$ cat config.mk
export PLATFORM = sky130hd
export DESIGN_NAME = au_prefix_op_pipe
export DESIGN_NICKNAME = d
export VERILOG_FILES = /design/src/rtl/au_prefix_op_pipe.sv
export SDC_FILE = /design/constraint.sdc
export NUM_CORES = 1
export LEC_CHECK = 0
export ABC_AREA = 0
export BUFFER_PORTS_ARGS = -buffer_cell sky130_fd_sc_hd__buf_2
export CAP_MARGIN = 25
export CORE_AREA = 2 2 39 41
export CTS_CLUSTER_DIAMETER = 200
export CTS_CLUSTER_SIZE = 30
export DETAILED_ROUTE_END_ITERATION = 8
export DIE_AREA = 0 0 41 43
export PLACE_DENSITY = 0.58
export SETUP_SLACK_MARGIN = 0.4
export SLEW_MARGIN = 20
export SYNTH_ARGS = -nofsm -noshare
export SYNTH_HDL_FRONTEND = slang
export SYNTH_SLANG_ARGS = --single-unit
$ cat constraint.sdc
create_clock -name clk -period 1.4 [get_ports clk]
set_input_delay 0.28 -clock clk [delete_from_list [all_inputs] [get_ports clk]]
set_output_delay 0.28 -clock clk [all_outputs]
set_load 0.01 [all_outputs]
$ cat src/rtl/au_prefix_op_pipe.sv
// Purpose : pipelined Kogge-Stone prefix scan, po[i] = pi[0] OP ... OP pi[i], OP = AND/OR/XOR.
// Latency : PIPE+1 cycles from acceptance to po when not stalled; one word per cycle.
// Backpr. : valid/ready per stage with bubble collapse; holds up to PIPE+1 words while out_ready=0.
//
// Ports   : clk, rst_n (async active-low); in_valid/in_ready/pi upstream handshake and data;
//           out_valid/out_ready/po downstream handshake and registered result.
// Option  : define AU_PREFIX_OP_PIPE_TAG_EN to add tag_i/tag_o, a TAG_W sideband that
//           travels with each word through every stage.
module au_prefix_op_pipe #(
    parameter int WIDTH = 8,
    parameter int OP    = 0,
    parameter int PIPE  = 0,
    parameter int TAG_W = 4
) (
    input  logic             clk,
    input  logic             rst_n,
    input  logic             in_valid,
    output logic             in_ready,
    input  logic [WIDTH-1:0] pi,
    output logic             out_valid,
    input  logic             out_ready,
    output logic [WIDTH-1:0] po
`ifdef AU_PREFIX_OP_PIPE_TAG_EN
    ,
    input  logic [TAG_W-1:0] tag_i,
    output logic [TAG_W-1:0] tag_o
`endif
);

    localparam int M  = $clog2(WIDTH);
    localparam int NS = PIPE + 1;

    // Elaboration-time parameter checks.
    if (WIDTH < 1) begin : g_bad_width
        $fatal(1, "au_prefix_op_pipe: illegal parameter WIDTH=%0d", WIDTH);
    end
    if (OP < 0 || OP > 2) begin : g_bad_op
        $fatal(1, "au_prefix_op_pipe: illegal parameter OP=%0d", OP);
    end
    if (PIPE < 0 || PIPE > M) begin : g_bad_pipe
        $fatal(1, "au_prefix_op_pipe: illegal parameter PIPE=%0d", PIPE);
    end
    if (TAG_W < 1) begin : g_bad_tag_w
        $fatal(1, "au_prefix_op_pipe: illegal parameter TAG_W=%0d", TAG_W);
    end

    function automatic logic op_fn(input logic a, input logic b);
        logic r;
        case (OP)
            0:       r = a & b;
            1:       r = a | b;
            default: r = a ^ b;
        endcase
        return r;
    endfunction

    // Applies Kogge-Stone levels lo+1..hi (distance 2^(l-1) at level l) to x.
    function automatic logic [WIDTH-1:0] scan_levels(input logic [WIDTH-1:0] x,
                                                     input int lo, input int hi);
        logic [WIDTH-1:0] cur;
        logic [WIDTH-1:0] nxt;
        cur = x;
        for (int l = 1; l <= M; l++) begin
            nxt = cur;
            if (l > lo && l <= hi) begin
                for (int i = 0; i < WIDTH; i++) begin
                    if (i >= (1 << (l - 1))) begin
                        nxt[i] = op_fn(cur[i], cur[i - (1 << (l - 1))]);
                    end
                end
            end
            cur = nxt;
        end
        return cur;
    endfunction

    logic [WIDTH-1:0] stg_dat [NS];
    logic [WIDTH-1:0] stg_nxt [NS];
    logic [NS-1:0]    stg_vld;
    logic [NS-1:0]    stg_ld;
    logic [NS-1:0]    up_vld;
    logic             load_chain;

    // Stage j owns levels (ceil(j*M/NS), ceil((j+1)*M/NS)]; the last stage ends at level M.
    for (genvar j = 0; j < NS; j++) begin : g_stage
        localparam int LO = (j * M + PIPE) / NS;
        localparam int HI = ((j + 1) * M + PIPE) / NS;
        if (j == 0) begin : g_head
            assign stg_nxt[j] = scan_levels(pi, LO, HI);
            assign up_vld[j]  = in_valid;
        end else begin : g_body
            assign stg_nxt[j] = scan_levels(stg_dat[j-1], LO, HI);
            assign up_vld[j]  = stg_vld[j-1];
        end
    end

    // A stage loads when it is empty or its contents move on; walked from the output back.
    always_comb begin
        stg_ld     = '0;
        load_chain = out_ready;
        for (int k = NS - 1; k >= 0; k--) begin
            stg_ld[k]  = !stg_vld[k] || load_chain;
            load_chain = stg_ld[k];
        end
    end

    assign in_ready  = stg_ld[0];
    assign out_valid = stg_vld[NS-1];
    assign po        = stg_dat[NS-1];

    // Data only updates when a real word arrives, so po holds its last value through bubbles.
    always_ff @(posedge clk or negedge rst_n) begin
        if (!rst_n) begin
            stg_vld <= '0;
            for (int k = 0; k < NS; k++) begin
                stg_dat[k] <= '0;
            end
        end else begin
            for (int k = 0; k < NS; k++) begin
                if (stg_ld[k]) begin
                    stg_vld[k] <= up_vld[k];
                    if (up_vld[k]) begin
                        stg_dat[k] <= stg_nxt[k];
                    end
                end
            end
        end
    end

`ifdef AU_PREFIX_OP_PIPE_TAG_EN
    logic [TAG_W-1:0] stg_tag [NS];
    logic [TAG_W-1:0] up_tag  [NS];

    for (genvar j = 0; j < NS; j++) begin : g_tag_src
        if (j == 0) begin : g_head
            assign up_tag[j] = tag_i;
        end else begin : g_body
            assign up_tag[j] = stg_tag[j-1];
        end
    end

    // Same enables as the data path keep each tag aligned with its word.
    always_ff @(posedge clk or negedge rst_n) begin
        if (!rst_n) begin
            for (int k = 0; k < NS; k++) begin
                stg_tag[k] <= '0;
            end
        end else begin
            for (int k = 0; k < NS; k++) begin
                if (stg_ld[k] && up_vld[k]) begin
                    stg_tag[k] <= up_tag[k];
                end
            end
        end
    end

    assign tag_o = stg_tag[NS-1];
`endif

endmodule

Word level (Yosys, flattened, before mapping)
Index checks and enable logic that the tools add are counted.
- register bits after elaboration: 9
- bits of input ports: 12
- output and inout bits: 10
- word-level logic and storage cells: 22
- bitwise gates (word level): 17
- reductions and logical operators: 3
- operator list (kind ; number):
    bitwise AND 1 bit ; 17
    AND reduction 2 bit ; 1
    logical NOT 1 bit ; 1
    logical OR 1 bit ; 1

Longest topological paths before layout
Gate-level depths: netlist of run 1.
- word-level depth: 3
- depth in mapped cells: 4
- depth with buffers taken out: 4

Worst setup path after synthesis of run 1
Ideal clock, no wire load.
- path kind: reg2reg
- start point: reg stg_vld (netlist: out_valid)
- end point: reg stg_dat (netlist bit po[0])
- library setup time: 0.128 ns
- arrival time: 1.075 ns
- data required time: 1.272 ns
- path slack: 0.198 ns
- cell stages (with the launch flop): 5
- path buffers: 0
- clock period less this slack: 1.202 ns
- cell sequence: dfrtp_1 nor2b_4 inv_2 nand2_2 mux2_1
- longest elaborated chain between the ends: 3
- RTL lines (element ; line ; RTL):
    start: declaration ; 79 ; logic [NS-1:0] stg_vld;
    start signal: indexed assignment ; 121 ; stg_vld[k] <= up_vld[k];
    logical NOT 1 bit ; 102 ; stg_ld[k] = !stg_vld[k] || load_chain;
    logical OR 1 bit ; 102 ;
    net in_ready ; 18 ; output logic in_ready,
    AND reduction 2 bit (no source line) ; n/a ;
    end signal: indexed assignment ; 123 ; stg_dat[k] <= stg_nxt[k];
    end: declaration ; 77 ; logic [WIDTH-1:0] stg_dat [NS];
The timed path passes the listed nets, and every way through them passes these cells.
A chain may end at the register's enable or synchronous reset.

Worst setup path in the final report of run 1
- start point: reg stg_vld (netlist: out_valid)
- end point: out in_ready
- longest elaborated chain between the ends: 2
- RTL lines (element ; line):
    logical NOT 1 bit ; 102
    logical OR 1 bit ; 102
    end: declaration ; 18
Every way passes these cells.

==> results of run 1 <==
## layout by cell type, fill, tap and decap left out
master | synthesis | routed
a21o_1 | 1 | 1
a22o_1 | 2 | 2
a32o_1 | 2 | 2
and3_4 | 0 | 2
buf_12 | 0 | 1
buf_2 | 0 | 20
buf_4 | 0 | 9
buf_6 | 0 | 2
clkbuf_1 | 0 | 1
clkbuf_4 | 0 | 3
dfrtp_1 | 9 | 9
dlygate4sd3_1 | 0 | 1
inv_2 | 2 | 1
inv_4 | 0 | 1
mux2_4 | 0 | 1
nand2_1 | 3 | 3
nand2_8 | 0 | 1
nand3_1 | 1 | 1
nand4_1 | 1 | 1
nor2_1 | 1 | 1
nor2b_4 | 1 | 1
nor3_4 | 0 | 1
o21ai_1 | 1 | 2
o21ai_2 | 0 | 2
## worst paths after layout
path | end | slack [ns]
max | in_ready | 0.17
min | po[4] | 0.27
max reg2reg | po[5] | 0.19
min reg2reg | po[3] | 0.48
max in group asynchronous | po[6] | 0.82
min in group asynchronous | out_valid | 0.40
## timing repair
item	4_1_cts	5_1_grt
hold buffers	1	0
gates resized for setup	5	5
endpoints found under the hold margin	9	0
setup buffers	6	5
pin swaps	4	0
setup endpoints to repair	14	18
cloned	0	0
## cells by family (layout without fill, tap and decap cells)
family / count (synthesis) / after routing / share of synthesized area
buffers and inverters: 2 / 39 / 0.01987
flip-flops: 9 / 9 / 0.5960
multiplexers: 1 / 1 / 0.02980
AO/OA/AOI/OAI: 9 / 9 / 0.1722
AND/OR/NAND/NOR: 11 / 11 / 0.1821
## power breakdown
part	switching (mW)	internal, mW
combinational	0.0644	0.0786
clock	0.0821	0.109
sequential	0.00639	0.275
## state kept, by name, summed over array words and instances (netlist names)
signal,cells
out_valid,1
po,8
## final cells by class
cell class | count | area (um^2) | share of cell area
well taps | 16 | 20.02 | 0.02909
repair buffers | 33 | 220.2 | 0.3200
flip-flops and latches | 9 | 225.2 | 0.3273
multi-input cells | 21 | 186.4 | 0.2709
clock buffers | 4 | 26.28 | 0.03818
inverters | 2 | 10.01 | 0.01455
## per-layer routing
metal / up-vias / track usage / routed length, um
met1: 179 / 0.1689 / 375
met5: - / 0 / 0
met3: 2 / 0.08377 / 75
li1: 194 / - / -
met4: 0 / 0.04000 / 8
met2: 14 / 0.2063 / 476
==> impl_results.md, run 1 <==
- Status: finished, final reports clean
- Syn Std Cell Area: 377.9 um^2
- CTS tree: built
- Starting Density: 0.2731
- Clk slew on worst S/H paths: 0.06 ns
- Peak supply drop: 0.5609 mV
- Vias after detailed routing: 389
- R2R depth: 5
- Routed length per instance: 11.02 um
- Total chip power: 0.6153 mW
- Top FF cell, synth: dfrtp_1
- Core area: 0.001384 mm^2
- Critical path type: flop to primary output
- Final non-filler cell total: 85
- Setup Skew: 0.005879 ns
- Chip width: 41 um
- CP startpoint kind: flop
- Final-layout fill cell count: 135
- Pwr Density: 894.2 mW/mm^2
- Slowest cell on the critical path: dfrtp_1
- Required time of the critical path: 1.12 ns
- Fin util: 0.4973
- Overall Global Routing Usage: 0.1407
- Seq/Total Area, Yosys: 0.5960
- I/O pin count: 22
- Hold_ws: 0.2695 ns
- R2R Path Start: out_valid
- Mapped Cells: 32
- Fin Setup TNS: 0 ns
- Post-synthesis cell type with the largest combined area: dfrtp_1
- Die height: 43 um
- Placed cell area: 519.2 um^2
- Most numerous cell in the Yosys netlist: dfrtp_1
- Vias/cell: 4.576
- Largest net degree at the start of global routing: 10
- Initial antenna violation count: 0
- Number of cells after detailed placement: 69
- Initial DRT Pass Iterations: 1
- Nets: 82
- Kind of end point of the critical path: primary output
- Critical path launch point: out_valid
- Worst setup margin: 0.1701 ns
- Final Hold Viols: 0
- Initial DRC count: 0
- Post-synth EDFFs: 0
- Worst Path Arrival: 0.95 ns
- Asr flop ratio synth: 1.000
- Slew Limit Fails: 0
- Max Freq: 813.1 MHz
- ANT cells: 0
- Yosys warns: 0
- Vias in the first global route: 381
- Post-synth top cells: dfrtp_1 (9), nand2_1 (3), o21ai_0 (3)
- Clk root buf: clkbuf_4
- Layout Area Growth over Synthesis: 82.12%
- Row Count: 14
- Layout cells sized above 1: 0.6522
- CTS Sinks: 9
- Die area: 0.001763 mm^2
- Final HPWL from detailed placement: 632.8 um
- Worst slew pin tran: 0.1941 ns
- Hold path startpoint: pi[4]
- Routed Antenna Nets: 0
- Finished Cell Area: 688.2 um^2
- Post-Syn Nets: 44
- Final setup violation count: 0
- Crit share post-route: 0.8785
- Cells along the critical path: nor2b_4, inv_4, buf_6
- CTS HTree Levels: 1
- Max stage delay on crit path: 0.34 ns
- Post-layout min period: 1.230 ns
- CTS buffer count: 3
- Dpl ws: 0.2461 ns
- Clk buf depth: 2
- Leakage: 0.3742 nW
- First-pass GRT wire length: 1607 um
- Yosys reg bits: 9
- Synth Area per Inst: 11.81 um^2
- Cell family with most CP delay: flip-flops
- Unrepaired setup endpoints after global routing: true
- WP depth: 3
- Max-cap check violation count: 0
- Worst Hold Depth: 2
- Post-synthesis cell type count: 16
- Worst-path maximum fanout: 2
- DRC: 0
- Clk_lat worst skew: 0.25 ns
- Buf+Inv Stages, Crit Path: 2
- Port Buf Inserts: 21
- Slew margin rel.: 0.8706
- Final WL: 937 um
- HP Class: primary input to flop
- Largest cells by area after synthesis: dfrtp_1 (60%), a32o_1 (5.3%), a22o_1 (4.6%)
- Share of Yosys cell area claimed by the top area cell type: 0.5960
- Grt ovf: 0
- Global placement routability congestion: 0.6658
(Power assumes the default switching activity.)
==> inputs of run 2 (changes only) <==
- CELL_PAD_IN_SITES_DETAIL_PLACEMENT: unset -> 1
- CELL_PAD_IN_SITES_GLOBAL_PLACEMENT: unset -> 1
- CORE_AREA: 2 2 39 41 -> unset
- CORE_MARGIN: unset -> 2
- CORE_UTILIZATION: unset -> 28
- DIE_AREA: 0 0 41 43 -> unset
- PLACE_DENSITY: 0.58 -> 0.73
==> run 2 against run 1 <==
Effect of this change:
- fmax shrank 0.58%
- sequential share of layout area decreased by 0.47 points
- hold slack about the same
==> impl_results.md, run 2 (same netlist as run 1, synthesis figures left out) <==
- Slowest cell on the critical path: dfrtp_1
- CTS buffer count: 3
- Status: finished, final reports clean
- Max-cap check violation count: 0
- Worst Hold Depth: 2
- I/O pin count: 22
- CP startpoint kind: flop
- Worst slew pin tran: 0.2236 ns
- CTS tree: built
- Die area: 0.001659 mm^2
- Vias after detailed routing: 406
- Fin Setup TNS: 0 ns
- Clk slew on worst S/H paths: 0.07 ns
- Finished Cell Area: 698.2 um^2
- Fin util: 0.5433
- Overall Global Routing Usage: 0.1536
- Commonest non-fill, non-tap cells in the layout: buf_2 (18), buf_4 (10), dfrtp_1 (9)
- Kind of end point of the critical path: primary output
- Nets: 83
- Largest net degree at the start of global routing: 10
- Pwr Density: 929.7 mW/mm^2
- Routed Antenna Nets: 0
- Post-layout min period: 1.237 ns
- Max reg flops: 8
- Chip width: 40.74 um
- Worst setup margin: 0.1630 ns
- Layout Area Growth over Synthesis: 84.77%
- R2R depth: 5
- Cells along the critical path: nor2b_4, inv_4, buf_6
- CTS Sinks: 9
- Hold path startpoint: pi[4]
- ANT cells: 0
- Slew Limit Fails: 0
- First-pass GRT wire length: 1607 um
- Crit share post-route: 0.8836
- Max Freq: 808.4 MHz
- CTS HTree Levels: 1
- Hold_ws: 0.2696 ns
- Clk root buf: clkbuf_4
- Critical path type: flop to primary output
- R2R Path Start: out_valid
- Final non-filler cell total: 85
- Worst R2R Setup Slack: 0.19 ns
- Vias/cell: 4.776
- Dpl ws: 0.2505 ns
- Clk buf depth: 2
- Grt ovf: 0
- Row Count: 13
- Global placement routability congestion: 0.6896
- Final-layout fill cell count: 142
- Commonest non-fill, non-tap cell in the layout: buf_2
- Final setup violation count: 0
- Reg2reg end: po[0]
- Hold Crit Endpoint: po[4]
- Total chip power: 0.6491 mW
- Unrepaired setup endpoints after global routing: true
- Leakage: 0.3792 nW
- Starting Density: 0.2941
- Required time of the critical path: 1.12 ns
- Worst Path Arrival: 0.96 ns
- Die height: 40.74 um
- Port Buf Inserts: 21
- Worst-path maximum fanout: 3
- Max stage delay on crit path: 0.35 ns
- HP Class: primary input to flop
- Setup Skew: 0.006122 ns
- Number of cells after detailed placement: 68
- Clk_lat worst skew: 0.26 ns
- Initial DRT Pass Iterations: 2
- Vias in the first global route: 396
- Final Hold Viols: 0
- Routed length per instance: 14.87 um
- Core area: 0.001285 mm^2
- Peak supply drop: 0.4431 mV
- Layout cells sized above 1: 0.6571
- Placed cell area: 518.0 um^2
- Final WL: 1264 um
- DRC: 0
- Initial DRC count: 1
- Slew margin rel.: 0.8509
- Initial antenna violation count: 0
## run 2: critical path, delay by kind of cell (launching register included)
kind          cells  cell delay [ns]
flops             1             0.35
simple gates      1             0.18
buf+inv           2             0.16
## run 2: worst max-delay path by stage
stage                     slack, ns  cells after the start        to  startpoint
final                          0.16                      3  in_ready   out_valid
after global routing           0.12                      3  in_ready   out_valid
after CTS                      0.18                      3  in_ready   out_valid
after detailed placement       0.25                      5     po[0]   out_ready
after global placement         0.27                      5     po[0]   out_ready
after floorplan                0.25                      4     po[0]   out_valid
## run 2: cell type report
class | instances | area, um^2 | share of cell area
clock buffers | 4 | 26.28 | 0.03763
inverters | 2 | 10.01 | 0.01434
multi-input cells | 21 | 186.4 | 0.2670
flip-flops and latches | 9 | 225.2 | 0.3226
well taps | 15 | 18.77 | 0.02688
repair buffers | 34 | 231.5 | 0.3315
## run 2: power by group
part / switching (mW) / internal, mW / total (mW)
registers: 0.00845 / 0.274 / 0.283
logic: 0.0695 / 0.0908 / 0.160
clock network: 0.0960 / 0.110 / 0.206
## run 2: timing repair
item	CTS	global route
endpoints found under the setup margin	15	18
pin swaps	3	1
endpoints found under the hold margin	9	0
hold buffers	1	0
resized for setup	5	8
setup buffers	8	4
## run 2: routing by layer
metal / vias to the layer above / track usage / share of wire
met5: - / 0 / 0
met4: 0 / 0.05000 / 0.0040
met3: 2 / 0.05435 / 0.057
met2: 15 / 0.2778 / 0.54
met1: 198 / 0.1639 / 0.40
li1: 191 / - / -
